<file path="config.mk">
export PLATFORM = sky130hd
export DESIGN_NAME = vga_fb_arbiter_flat
export DESIGN_NICKNAME = d
export VERILOG_FILES = /design/src/rtl/vga_pkg.sv /design/src/rtl/vga_fb_arbiter_if.sv /design/src/rtl/vga_wr_fifo.sv /design/src/rtl/vga_fb_arbiter.sv /design/src/flat_wrapper.sv
export SDC_FILE = /design/constraint.sdc
export NUM_CORES = 1
export LEC_CHECK = 0
export ABC_AREA = 1
export BUFFER_PORTS_ARGS = -buffer_cell sky130_fd_sc_hd__buf_2
export CORE_MARGIN = 1
export CORE_UTILIZATION = 25
export CTS_CLUSTER_DIAMETER = 150
export CTS_CLUSTER_SIZE = 10
export DETAILED_ROUTE_END_ITERATION = 8
export RECOVER_POWER = 100
export SLEW_MARGIN = 30
export SYNTH_ARGS = -nofsm -noshare
export SYNTH_HDL_FRONTEND = slang
export SYNTH_SLANG_ARGS = --single-unit
</file>
<file path="constraint.sdc">
create_clock -name clk -period 3.2 [get_ports clk]
set_input_delay 0.48 -clock clk [delete_from_list [all_inputs] [get_ports clk]]
set_output_delay 0.48 -clock clk [all_outputs]
set_load 0.1 [all_outputs]
</file>
<file path="src/rtl/vga_pkg.sv">
// Shared types and default widths for the framebuffer arbiter slice.
package vga_pkg;

  localparam int DEF_ADDR_W     = 19;  // 640*480 = 307200 words
  localparam int DEF_DATA_W     = 8;
  localparam int DEF_FIFO_DEPTH = 16;

  typedef enum logic [1:0] {
    IDLE,
    WRITE,
    TURN,
    READ
  } arb_state_t;

  typedef struct packed {
    logic [DEF_ADDR_W-1:0] addr;
    logic [DEF_DATA_W-1:0] data;
  } fb_wr_t;

endpackage

</file>
<file path="src/rtl/vga_fb_arbiter_if.sv">
// Host pixel-write bus: valid/ready handshake carrying one address/data word.
interface vga_fb_arbiter_if #(
  parameter int ADDR_W = vga_pkg::DEF_ADDR_W,
  parameter int DATA_W = vga_pkg::DEF_DATA_W
);

  logic              valid;
  logic              ready;
  logic [ADDR_W-1:0] addr;
  logic [DATA_W-1:0] wdata;

  modport master (output valid, addr, wdata, input  ready);
  modport slave  (input  valid, addr, wdata, output ready);

endinterface

</file>
<file path="src/rtl/vga_wr_fifo.sv">
// Host write buffer: fb_wr_t entries, first-word-fall-through head, synchronous flush on reset.
module vga_wr_fifo
  import vga_pkg::*;
#(
  parameter int DEPTH = DEF_FIFO_DEPTH  // power of two, >= 2
) (
  input  logic   clk,
  input  logic   reset,
  input  logic   push,
  input  logic   pop,
  input  fb_wr_t din,
  output fb_wr_t dout,
  output logic   full,
  output logic   empty
);

  localparam int PW = $clog2(DEPTH);

  fb_wr_t        mem [DEPTH];
  logic [PW-1:0] wr_ptr;
  logic [PW-1:0] rd_ptr;
  logic [PW:0]   count;
  logic          do_push;
  logic          do_pop;

  assign full    = (count == (PW+1)'(DEPTH));
  assign empty   = (count == '0);
  // A full FIFO refuses the push even when it is popped in the same cycle.
  assign do_push = push && !full;
  assign do_pop  = pop && !empty;
  assign dout    = mem[rd_ptr];

  // NOTE: sequential state uses non-blocking assignments so every register samples pre-edge values.
  always_ff @(posedge clk) begin
    if (reset) begin
      wr_ptr <= '0;
      rd_ptr <= '0;
      count  <= '0;
    end else begin
      if (do_push) wr_ptr <= wr_ptr + 1'b1;
      if (do_pop)  rd_ptr <= rd_ptr + 1'b1;
      case ({do_push, do_pop})
        2'b10:   count <= count + 1'b1;
        2'b01:   count <= count - 1'b1;
        default: ;
      endcase
    end
  end

  // NOTE: storage is deliberately not reset; pointers and count alone define which entries are live.
  always_ff @(posedge clk) begin
    if (do_push) mem[wr_ptr] <= din;
  end

endmodule

</file>
<file path="src/rtl/vga_fb_arbiter.sv">
// Single-port framebuffer arbiter: display reads win, host writes drain in blanking via a FIFO.
// Optional stall statistics when VGA_ARB_STATS_EN is defined.
module vga_fb_arbiter
  import vga_pkg::*;
#(
  parameter int ADDR_W     = DEF_ADDR_W,
  parameter int DATA_W     = DEF_DATA_W,
  parameter int FIFO_DEPTH = DEF_FIFO_DEPTH
) (
  input  logic                clk,
  input  logic                reset,
  input  logic                disp_soon,
  input  logic                disp_req,
  input  logic [ADDR_W-1:0]   disp_addr,
  output logic [DATA_W-1:0]   disp_rdata,
  output logic                disp_rvalid,
  vga_fb_arbiter_if.slave     host,
  output logic [ADDR_W-1:0]   mem_addr,
  output logic                mem_we,
  output logic [DATA_W-1:0]   mem_wdata,
  input  logic [DATA_W-1:0]   mem_rdata,
  output logic                err_preempt,
  output logic [15:0]         host_stall_cnt
);

  arb_state_t st;
  fb_wr_t     head;
  logic       fifo_full;
  logic       fifo_empty;
  logic       push;
  logic       pop;
  logic       rd_pend;

  assign host.ready = !fifo_full;
  assign push       = host.valid && host.ready;
  // A write issues only with no display activity now or next cycle, and never straight after a read.
  assign pop        = !disp_req && !disp_soon && !fifo_empty && (st != READ);

  vga_wr_fifo #(.DEPTH(FIFO_DEPTH)) u_fifo (
    .clk   (clk),
    .reset (reset),
    .push  (push),
    .pop   (pop),
    .din   ('{addr: host.addr, data: host.wdata}),
    .dout  (head),
    .full  (fifo_full),
    .empty (fifo_empty)
  );

  always_ff @(posedge clk) begin
    if (reset) begin
      st          <= IDLE;
      mem_addr    <= '0;
      mem_we      <= 1'b0;
      mem_wdata   <= '0;
      rd_pend     <= 1'b0;
      disp_rvalid <= 1'b0;
      disp_rdata  <= '0;
      err_preempt <= 1'b0;
    end else begin
      mem_we      <= 1'b0;
      rd_pend     <= disp_req;
      disp_rvalid <= rd_pend;
      if (rd_pend) disp_rdata <= mem_rdata;
      // Being in WRITE implies disp_soon was low last cycle, so this is an unannounced read.
      err_preempt <= disp_req && (st == WRITE);

      if (disp_req) begin
        st       <= READ;
        mem_addr <= disp_addr;
      end else if (pop) begin
        st        <= WRITE;
        mem_addr  <= head.addr;
        mem_wdata <= head.data;
        mem_we    <= 1'b1;
      end else if (st == WRITE || (!disp_soon && st == READ && !fifo_empty)) begin
        st <= TURN;
      end else begin
        st <= IDLE;
      end
    end
  end

`ifdef VGA_ARB_STATS_EN
  always_ff @(posedge clk) begin
    if (reset) begin
      host_stall_cnt <= '0;
    end else if (host.valid && !host.ready && host_stall_cnt != 16'hFFFF) begin
      host_stall_cnt <= host_stall_cnt + 1'b1;
    end
  end
`else
  assign host_stall_cnt = '0;
`endif

endmodule

</file>
<file path="src/flat_wrapper.sv">
// flat-port wrapper written by rule: the top's interface ports become plain ports
module vga_fb_arbiter_flat import vga_pkg::*;
#(
  parameter int ADDR_W     = DEF_ADDR_W,
  parameter int DATA_W     = DEF_DATA_W,
  parameter int FIFO_DEPTH = DEF_FIFO_DEPTH
)
  (clk, reset, disp_soon, disp_req, disp_addr, disp_rdata, disp_rvalid, mem_addr, mem_we, mem_wdata, mem_rdata, err_preempt, host_stall_cnt, host_valid, host_addr, host_wdata, host_ready);
  vga_fb_arbiter_if #(.ADDR_W(ADDR_W), .DATA_W(DATA_W)) host_i ();
  input  logic clk;
  input  logic reset;
  input  logic disp_soon;
  input  logic disp_req;
  input  logic [ADDR_W-1:0] disp_addr;
  output logic [DATA_W-1:0] disp_rdata;
  output logic disp_rvalid;
  output logic [ADDR_W-1:0] mem_addr;
  output logic mem_we;
  output logic [DATA_W-1:0] mem_wdata;
  input  logic [DATA_W-1:0] mem_rdata;
  output logic err_preempt;
  output logic [15:0] host_stall_cnt;
  input wire logic [$bits(host_i.valid)-1:0] host_valid;
  input wire logic [$bits(host_i.addr)-1:0] host_addr;
  input wire logic [$bits(host_i.wdata)-1:0] host_wdata;
  output wire logic [$bits(host_i.ready)-1:0] host_ready;
  assign host_i.valid = host_valid;
  assign host_i.addr = host_addr;
  assign host_i.wdata = host_wdata;
  assign host_ready = host_i.ready;
  vga_fb_arbiter #(.ADDR_W(ADDR_W), .DATA_W(DATA_W), .FIFO_DEPTH(FIFO_DEPTH)) u_core (.clk(clk), .reset(reset), .disp_soon(disp_soon), .disp_req(disp_req), .disp_addr(disp_addr), .disp_rdata(disp_rdata), .disp_rvalid(disp_rvalid), .host(host_i), .mem_addr(mem_addr), .mem_we(mem_we), .mem_wdata(mem_wdata), .mem_rdata(mem_rdata), .err_preempt(err_preempt), .host_stall_cnt(host_stall_cnt));
endmodule
</file>
## Word level (Yosys, flattened, before mapping)

Memory sizes are Yosys's and may differ from the RTL's. A register that Yosys moved wholly into a read port is not among the register bits.
Cells that the tools add are included.

| word-level totals | value |
|---|---|
| logic and storage cells | 53 |
| memories kept | 1 |
| memory bits (writable) | 432 |
| register bits | 54 |
| input port bits | 59 |

Memory list:

| memory | words | bits a word | rd ports | clocked after Yosys merged registers in | write ports | RTL line | source |
|---|---|---|---|---|---|---|---|
| u_core.u_fifo.mem | 16 | 27 | 1 | 1 | 1 | vga_wr_fifo.sv:19 | `fb_wr_t mem [DEPTH];` |

| operators by class | value |
|---|---|
| reductions and logical operators | 19 |
| equal/unequal tests | 6 |
| mux-type cells | 11 |
| bitwise gates (word level) | 1 |
| $add $sub $neg | 4 |

Operators by type and width:

| operator | number |
|---|---|
| two-way mux 19 bit | 2 |
| case mux 5 bit (2 select lines) | 1 |
| logical AND 1 bit | 9 |
| adder 4 x 1 -> 4 bit (second input constant) | 2 |
| two-way mux 4 bit | 2 |
| two-way mux 2 bit | 3 |
| adder 5 x 1 -> 5 bit (second input constant) | 1 |
| == test 5 bit (second input constant) | 1 |
| logical NOT 5 bit | 1 |
| subtractor 5 x 1 -> 5 bit (second input constant) | 1 |
| == test 2 x 1 -> 1 bit (second input constant) | 2 |
| == test 2 bit (second input constant) | 2 |
| logical NOT 1 bit | 4 |
| nonzero test 2 bit | 2 |
| two-way mux 1 bit | 3 |
| != test 2 bit (second input constant) | 1 |
| AND reduction 2 bit | 1 |
| OR reduction 2 bit | 1 |
| logical OR 1 bit | 1 |
| NOT 1 bit | 1 |

## Logic depth before layout (Yosys ltp)

Gate-level depths: netlist of run 1.

| logic depth | value |
|---|---|
| word-level depth | 7 |
| mapped depth | 17 |
| gate-level depth less buffers | 16 |

## Modules after synthesis

A second synthesis of run 1 with hierarchy kept.

| unflattened totals | value |
|---|---|
| cell total of the unflattened synthesis | 1566 |
| area, all modules | 20193.1 µm² |

Modules (own cells, without submodules):

| module | cells each | times used | area an instance (µm²) | seq. area each (µm²) |
|---|---|---|---|---|
| vga_wr_fifo | 1270 | 1 | 18182.4 | 13312.8 |
| vga_fb_arbiter | 296 | 1 | 2010.7 | 820.8 |

## Worst setup path after synthesis of run 1

No wires, ideal clock.

| path | value |
|---|---|
| path kind | reg-to-reg |
| start | register u_core.u_fifo.count[0] |
| end | memory u_core.u_fifo.mem[11][0] in the netlist's numbering (enable) |
| cell stages (with the launch flop) | 7 |
| path buffers | 0 |
| setup time | 0.411 ns |
| arrival time | 2.892 ns |
| required time | 2.789 ns |
| setup slack | -0.102 ns |
| cell sequence | dfxtp_1 nor2_1 nand3_1 nand2_2 inv_2 nand2_1 nor2_1 |

| on the way | value |
|---|---|
| longest elaborated chain between the ends | 6 |

Ends and longest elaborated chain:

| what | RTL line | source |
|---|---|---|
| start: declaration | vga_wr_fifo.sv:22 | `logic [PW:0] count;` |
| start signal: assignment | vga_wr_fifo.sv:43 | `2'b10: count <= count + 1'b1;` |
| start signal: assignment | vga_wr_fifo.sv:44 | `2'b01: count <= count - 1'b1;` |
| == test 5 bit * | vga_wr_fifo.sv:26 | `assign full = (count == (PW+1)'(DEPTH));` |
| logical NOT 1 bit * | vga_fb_arbiter.sv:34 | `assign host.ready = !fifo_full;` |
| named net host_ready | flat_wrapper.sv:26 | `output wire logic [$bits(host_i.ready)-1:0] host_ready;` |
| logical AND 1 bit | vga_fb_arbiter.sv:35 | `assign push = host.valid && host.ready;` |
| logical AND 1 bit * | vga_wr_fifo.sv:29 | `assign do_push = push && !full;` |
| two-way mux 1 bit * | vga_wr_fifo.sv:52 | `if (do_push) mem[wr_ptr] <= din;` |
| two-way mux 1 bit (implied by the code) * | vga_wr_fifo.sv:52 |  |
| end: declaration | vga_wr_fifo.sv:19 |  |

Mark *: on every way through the listed nets, which the timed path passes. The rest lies on a longest branch.

## Worst setup path after layout of run 1

| path | value |
|---|---|
| start | register u_core.u_fifo.count[0] |
| end | memory u_core.u_fifo.mem[10][25] in the netlist's numbering (enable) |

| on the way | value |
|---|---|
| longest elaborated chain between the ends | 6 |

Ends and longest elaborated chain:

| what | RTL line |
|---|---|
| == test 5 bit * | vga_wr_fifo.sv:26 |
| logical NOT 1 bit * | vga_wr_fifo.sv:29, vga_fb_arbiter.sv:34 |
| logical AND 1 bit | vga_fb_arbiter.sv:35 |
| logical AND 1 bit * | vga_wr_fifo.sv:29 |
| two-way mux 1 bit * | vga_wr_fifo.sv:52 |
| two-way mux 1 bit (implied by the code) * | vga_wr_fifo.sv:52 |

Every way passes the cells marked *; elsewhere a longest branch is shown, timed or not.

==> run_results.csv, run 1 <==
group,metric,value,unit
worst_setup_path,crit_path_start,"u_core.u_fifo.count[0]",
timing,skew,0.0180,ns
finish,nets,1742,
timing,post-route-min-period,2.72,ns
timing,timing.slew.headroom,8.56,%
logic_synthesis,dominantRegCellSynth,"edfxtp_1",
die,die_h,282,µm
power,leakagePower,7.29,nW
worst_setup_path,crit_top_cell,"nor2_1",
timing,timing.hold.ws,0.125,ns
die,core_area,77500,µm²
logic_synthesis,synthTopCellsByCount,"432 x edfxtp_1, 363 x nor2_1, 204 x o21ai_0",
timing,hold_violations,0,
hold_path,hp-class,"primary input to register",
worst_setup_path,crit_chain,"nor2_1, nand3_1, nand2_2, inv_2, nand2_1, nor2_1, buf_4",
finish,design_area,22500,µm²
power,ir_worst_vdd,0.000369,V
cts,cts_tree,"built",
drt,dr_wl_met3,3200,µm
flow_run,cap_violations,0,
logic_synthesis,synth_mux_area_share,0,%
power,powerDensity,640,nW/µm²
grt,grt_pass1_vias,12400,
finish,filler_cell_count,7887,
logic_synthesis,yosys.area_share.xor_xnor,0.224,%
worst_setup_path,crit_type,"register to register",
finish,stdcell_count,2761,
logic_synthesis,ys_ff_latch,490,
worst_setup_path,arrival,2.98,ns
cts,clock_latency,0.60,ns
grt,grt_max_degree,150,
placement,dp_slack,0.675,ns
drt,first_pass_iters,9,
drt,ant_nets,0,
die,boundaryPins,114,
drt,routedWlPerCell,18.4,µm
worst_setup_path,crit_fanout,19,
timing,setup_slack,0.477,ns
worst_setup_path,cp-start-kind,"register",
finish,multi_input_area,4720,µm²
cts,clock_path_buffers,3,
placement,io_buffers,97,
status,status,"finished, violations left",
worst_setup_path,r2r_slack,0.48,ns
logic_synthesis,synth-compound-area-share,11.4,%
logic_synthesis,synth.cell_area,19600,µm²
cts,cts.repair.resized,0,
worst_setup_path,endpoint_kind,"register",
worst_setup_path,worstPathRequired,3.45,ns
logic_synthesis,synthCells,1591,
grt,track_usage,12.7,%
drt,num_vias,12900,
grt,antenna_found_initial,0,
placement,gp_congestion,0.824,
worst_setup_path,cp.buffers_inverters,2,
drt,drc_errors,1,
placement,dp_hpwl,30400,µm
placement,dpl.cell_count,2660,
finish,syn2layout_area_growth,15.3,%
cts,postCtsSetupBuffers,0,
worst_setup_path,r2r-start,"u_core.u_fifo.count[0]",
cts,numCtsBuffers,54,
timing,finalCritPeriodShare,85.1,%
die,num_rows,102,
worst_setup_path,critPathCapture,"u_core.u_fifo.mem[10][25]",
status,violations,"design-rule violations",
logic_synthesis,synth_most_common_cell,"edfxtp_1",
worst_setup_path,critPathMaxStageDelay,0.78,ns
drt,wirelength,50900,µm
timing,rsz0062_at_grt,"no",
drt,top_layer,"met4",
worst_setup_path,r2r_cells,7,
logic_synthesis,synth.avg_cell_area,12.3,µm²
drt,drt_iter0_drc,1331,
grt,grt_overflow,0,
timing,max_freq,0.367,GHz
logic_synthesis,yosysWarnings,0,
worst_setup_path,cp.depth,7,
grt,grt_pass1_wl,77500,µm
logic_synthesis,synthSimpleGateAreaFrac,11.3,%
logic_synthesis,yosysTopAreaCell,"edfxtp_1",
logic_synthesis,synth_cell_type_count,37,
cts,cts_sinks,490,
finish,seq_area,14100,µm²
logic_synthesis,synth_fa_ha_area_share,0.448,%
timing,slew_viol_final,0,
logic_synthesis,synthArstFlopShare,0,%
timing,setup_violations,0,
cts,root_buffer,"clkbuf_16",
finish,layout-drive-gt1-share,8.60,%
logic_synthesis,synth_top_area_share,66.4,%
logic_synthesis,synth_edf_count,432,
drt,wirelength_met1,23300,µm
logic_synthesis,synth_top_family_by_area,"compound AO/OA/AOI/OAI gates",
drt,wl_met2,23400,µm
placement,dpl_cell_area,21100,µm²
finish,num_antenna_cells,0,
die,die_w,282,µm
worst_setup_path,worst_path_dominant_cell_family,"simple AND/OR/NAND/NOR gates",
die,floorplan.initialDensity,25.2,%
cts,cts.clk_slew.worst_paths,0.05,ns
timing,worst_pin_slew,1.37,ns
die,die_area,79300,µm²
logic_synthesis,yosysSeqAreaShare,72.3,%
cts,htree_levels,2,
worst_setup_path,crit_slowest_cell,"nor2_1",
drt,vias_per_cell,4.68,
worst_setup_path,timing.rr.end,"u_core.u_fifo.mem[10][25]",
timing,finalSetupTns,0,ns
cts,cts_hold_buffers,0,
logic_synthesis,ys_top_cells_by_area,"edfxtp_1 66%, nor2_1 7.0%, dfxtp_1 5.9%",
## cell type report
class	instances	share of cell area, %
sequential	490	62.7
multi-input combinational	966	20.9
clock buffer	98	6.73
tap	1040	5.77
timing repair buffer	131	3.13
inverter	33	0.572
clock inverter	3	0.150
## flip-flops by register name (all words and copies together) (netlist names), 2 cells and up, named ones only
register / flops
u_core.st: 2
u_core.mem_addr: 19
u_core.u_fifo.mem: 432
u_core.u_fifo.count: 5
u_core.u_fifo.rd_ptr: 4
u_core.disp_rdata: 8
u_core.u_fifo.wr_ptr: 4
u_core.mem_wdata: 8
## layer usage
metal,GRT usage (%),vias up
li1,-,5909
met4,3.33,0
met3,1.72,78
met1,18.1,6428
met2,20.3,496
met5,0,-
## kinds of logic (layout without fill, tap and decap cells)
group	after synthesis	count (layout)
flip-flops	490	490
AO/OA/AOI/OAI	389	389
adder cells (fa/ha/maj)	7	7
AND/OR/NAND/NOR	549	549
XOR/XNOR	5	5
other	1	16
buffers and inverters	150	265
## per-stage QoR
step	util, %	power [mW]
finish	29.1	14.4
global route	29.1	14.9
CTS	29.3	14.6
detailed placement	27.3	9.01
global placement	27.3	8.98
floorplan	-	8.55
## placed cells by master (no fill, tap or decap), types with 2 or more instances in the layout
cell type,n
clkbuf_1,112
o21ai_1,45
nor4_1,2
o221ai_1,19
buf_4,21
clkbuf_2,6
edfxtp_1,432
o21ai_0,206
nand2_2,2
nor2_1,349
nand2_1,86
clkbuf_16,54
xor2_1,4
o22ai_1,19
dfxtp_1,56
inv_1,25
ha_1,7
clkinv_1,4
nor2_2,6
inv_4,2
inv_6,2
conb_1,16
buf_2,30
nand3_1,90
o211ai_1,68
nor2_4,11
dfxtp_2,2
o211ai_2,2
a21oi_1,28
buf_12,5
inv_2,2
nor3b_1,2
## power by group
part	leakage [nW]	internal, mW	switching (mW)
clock network	0.733	3.17	2.39
logic	2.18	0.344	1.34
registers	4.38	7.11	0.0698
## worst min-delay path by stage
stage                                end    startpoint  slack [ns]  cells after the start
floorplan             u_core.err_preempt  u_core.st[1]        0.42                      1
global placement      u_core.err_preempt  u_core.st[1]        0.43                      1
detailed placement    u_core.err_preempt  u_core.st[0]        0.46                      2
CTS                 u_core.disp_rdata[3]  mem_rdata[3]         0.1                      3
global route        u_core.disp_rdata[5]  mem_rdata[5]        0.11                      3
finish              u_core.disp_rdata[3]  mem_rdata[3]        0.12                      3
## worst reg2reg max path, delay by kind of cell, from the launching register on
kind | cells | cell delay [ns]
buffers and inverters | 2 | 0.60
and+or+nand+nor | 5 | 1.36
DFF | 1 | 0.41
Note: power is estimated with default switching activity, not from simulation.
==> run 2, diff against run 1 <==
Settings changed: SLEW_MARGIN 30 to 0.
Clock period 3.2 ns to 3.1 ns, I/O delays scaled along.
==> run_results.csv, run 2 (synthesized netlist as in run 1, its figures left out) <==
group,metric,value,unit
status,status,"finished, violations left",
status,violations,"design-rule violations",
finish,layout-drive-gt1-share,8.54,%
finish,final_cell_mix,"432 x edfxtp_1, 350 x nor2_1, 206 x o21ai_0",
worst_setup_path,arrival,3.00,ns
timing,setup_violations,0,
power,leakagePower,7.32,nW
cts,cts.repair.resized,0,
worst_setup_path,r2r_slack,0.39,ns
placement,io_buffers,97,
drt,ant_nets,0,
worst_setup_path,worstPathRequired,3.39,ns
grt,grt_overflow,0,
timing,finalSetupTns,0,ns
grt,grt_max_degree,106,
finish,nets,1745,
timing,setup_slack,0.393,ns
die,die_h,282,µm
placement,gp_congestion,0.789,
drt,drt_iter0_drc,1302,
cts,clock_path_buffers,3,
drt,wirelength,50000,µm
finish,final_common_cell,"edfxtp_1",
finish,largest_reg_flops,432,
hold_path,whs_path_depth,3,
grt,grt_pass1_vias,12100,
timing,rsz0062_at_grt,"no",
die,boundaryPins,114,
worst_setup_path,r2r_cells,7,
placement,dp_slack,0.504,ns
finish,final_util,29.2,%
drt,routedWlPerCell,18.2,µm
cts,postCtsSetupBuffers,0,
timing,worst_pin_slew,1.40,ns
die,num_rows,102,
timing,slew_viol_final,0,
grt,antenna_found_initial,5,
worst_setup_path,r2r-start,"u_core.u_fifo.count[1]",
cts,numCtsBuffers,54,
die,die_area,79300,µm²
worst_setup_path,endpoint_kind,"register",
timing,skew,0.0209,ns
power,power,14.7,mW
finish,syn2layout_area_growth,15.7,%
cts,cts_hold_buffers,0,
worst_setup_path,crit_fanout,18,
timing,post-route-min-period,2.71,ns
die,die_w,282,µm
power,ir_worst_vdd,0.000389,V
timing,finalCritPeriodShare,87.3,%
cts,cts_sinks,490,
drt,drc_errors,2,
drt,first_pass_iters,9,
cts,cts_tree,"built",
placement,dp_hpwl,28800,µm
power,powerDensity,651,nW/µm²
cts,clock_latency,0.60,ns
finish,top_regs,"u_core.u_fifo.mem (432), u_core.mem_addr (19)",
cts,htree_levels,2,
timing,hold_violations,0,
timing,timing.slew.headroom,6.86,%
timing,max_freq,0.369,GHz
grt,grt_pass1_wl,75600,µm
cts,root_buffer,"clkbuf_16",
finish,largest_register,"u_core.u_fifo.mem",
flow_run,cap_violations,0,
worst_setup_path,timing.rr.end,"u_core.u_fifo.mem[5][7]",
drt,num_vias,12700,
die,core_area,77500,µm²
hold_path,holdCritStartpoint,"mem_rdata[5]",
worst_setup_path,crit_type,"register to register",
die,floorplan.initialDensity,25.2,%
worst_setup_path,cp-start-kind,"register",
grt,track_usage,12.5,%
hold_path,hp-class,"primary input to register",
drt,vias_per_cell,4.61,
hold_path,hold_end,"u_core.disp_rdata[5]",
cts,cts.clk_slew.worst_paths,0.06,ns
-- run 2: cell count changes in the layout (fill, tap and decap cells not counted), sizes merged --
cell    before  now
clkbuf     172  163
buf         57   56
inv         31   30
diode        0    1
-- run 2: power breakdown --
group / leakage [nW] / total, mW / internal [mW] / switching (mW)
combinational: 2.22 / 1.67 / 0.362 / 1.31
sequential: 4.38 / 7.43 / 7.34 / 0.0915
clock: 0.718 / 5.64 / 3.21 / 2.43
-- run 2: stage by stage --
stage               hold slack (ns)  std cells  cell area, µm²
CTS                          0.0763       2750           22800
finish                        0.106       2751           22600
detailed placement            0.441       2663           21300
floorplan                     0.420       1606           19600
global route                  0.102       2750           22600
global placement              0.435       2663           21300
-- run 2: layer usage --
metal / vias up / wire, µm / track usage, %
met2: 435 / 24200 / 21.0
li1: 5913 / - / -
met4: 6 / 902 / 3.44
met3: 68 / 3320 / 2.10
met1: 6262 / 21500 / 16.6
met5: - / 35 / 0
-- run 2: how the worst max path moves through the flow --
stage,from,cells past startpoint,to
2_1_floorplan,u_core.u_fifo.count[0],6,u_core.u_fifo.mem[11][0]
3_3_place_gp,disp_req,15,u_core.u_fifo.count[4]
3_5_place_dp,disp_req,16,u_core.u_fifo.count[4]
4_1_cts,u_core.u_fifo.count[1],14,u_core.u_fifo.count[4]
5_1_grt,u_core.u_fifo.count[1],10,u_core.mem_addr[2]
6_report,u_core.u_fifo.count[1],7,u_core.u_fifo.mem[5][7]
-- run 2: area by class of cell --
cell class	count	area (µm²)
clock inverters	2	38.8
clock buffers	85	1470
multi-input cells	966	4700
diodes	1	2.50
inverters	33	129
well taps	1040	1300
flip-flops and latches	490	14100
fillers	7797	54800
repair buffers	134	841
-- run 2: worst max-delay path: stages, from the launching register on --
cell	delay, ns
dfxtp_1	0.43
nor2_1	0.10
nand3_1	0.13
nand2_1	0.17
inv_1	0.22
nand2_1	0.25
nor2_2	0.81
buf_12	0.28
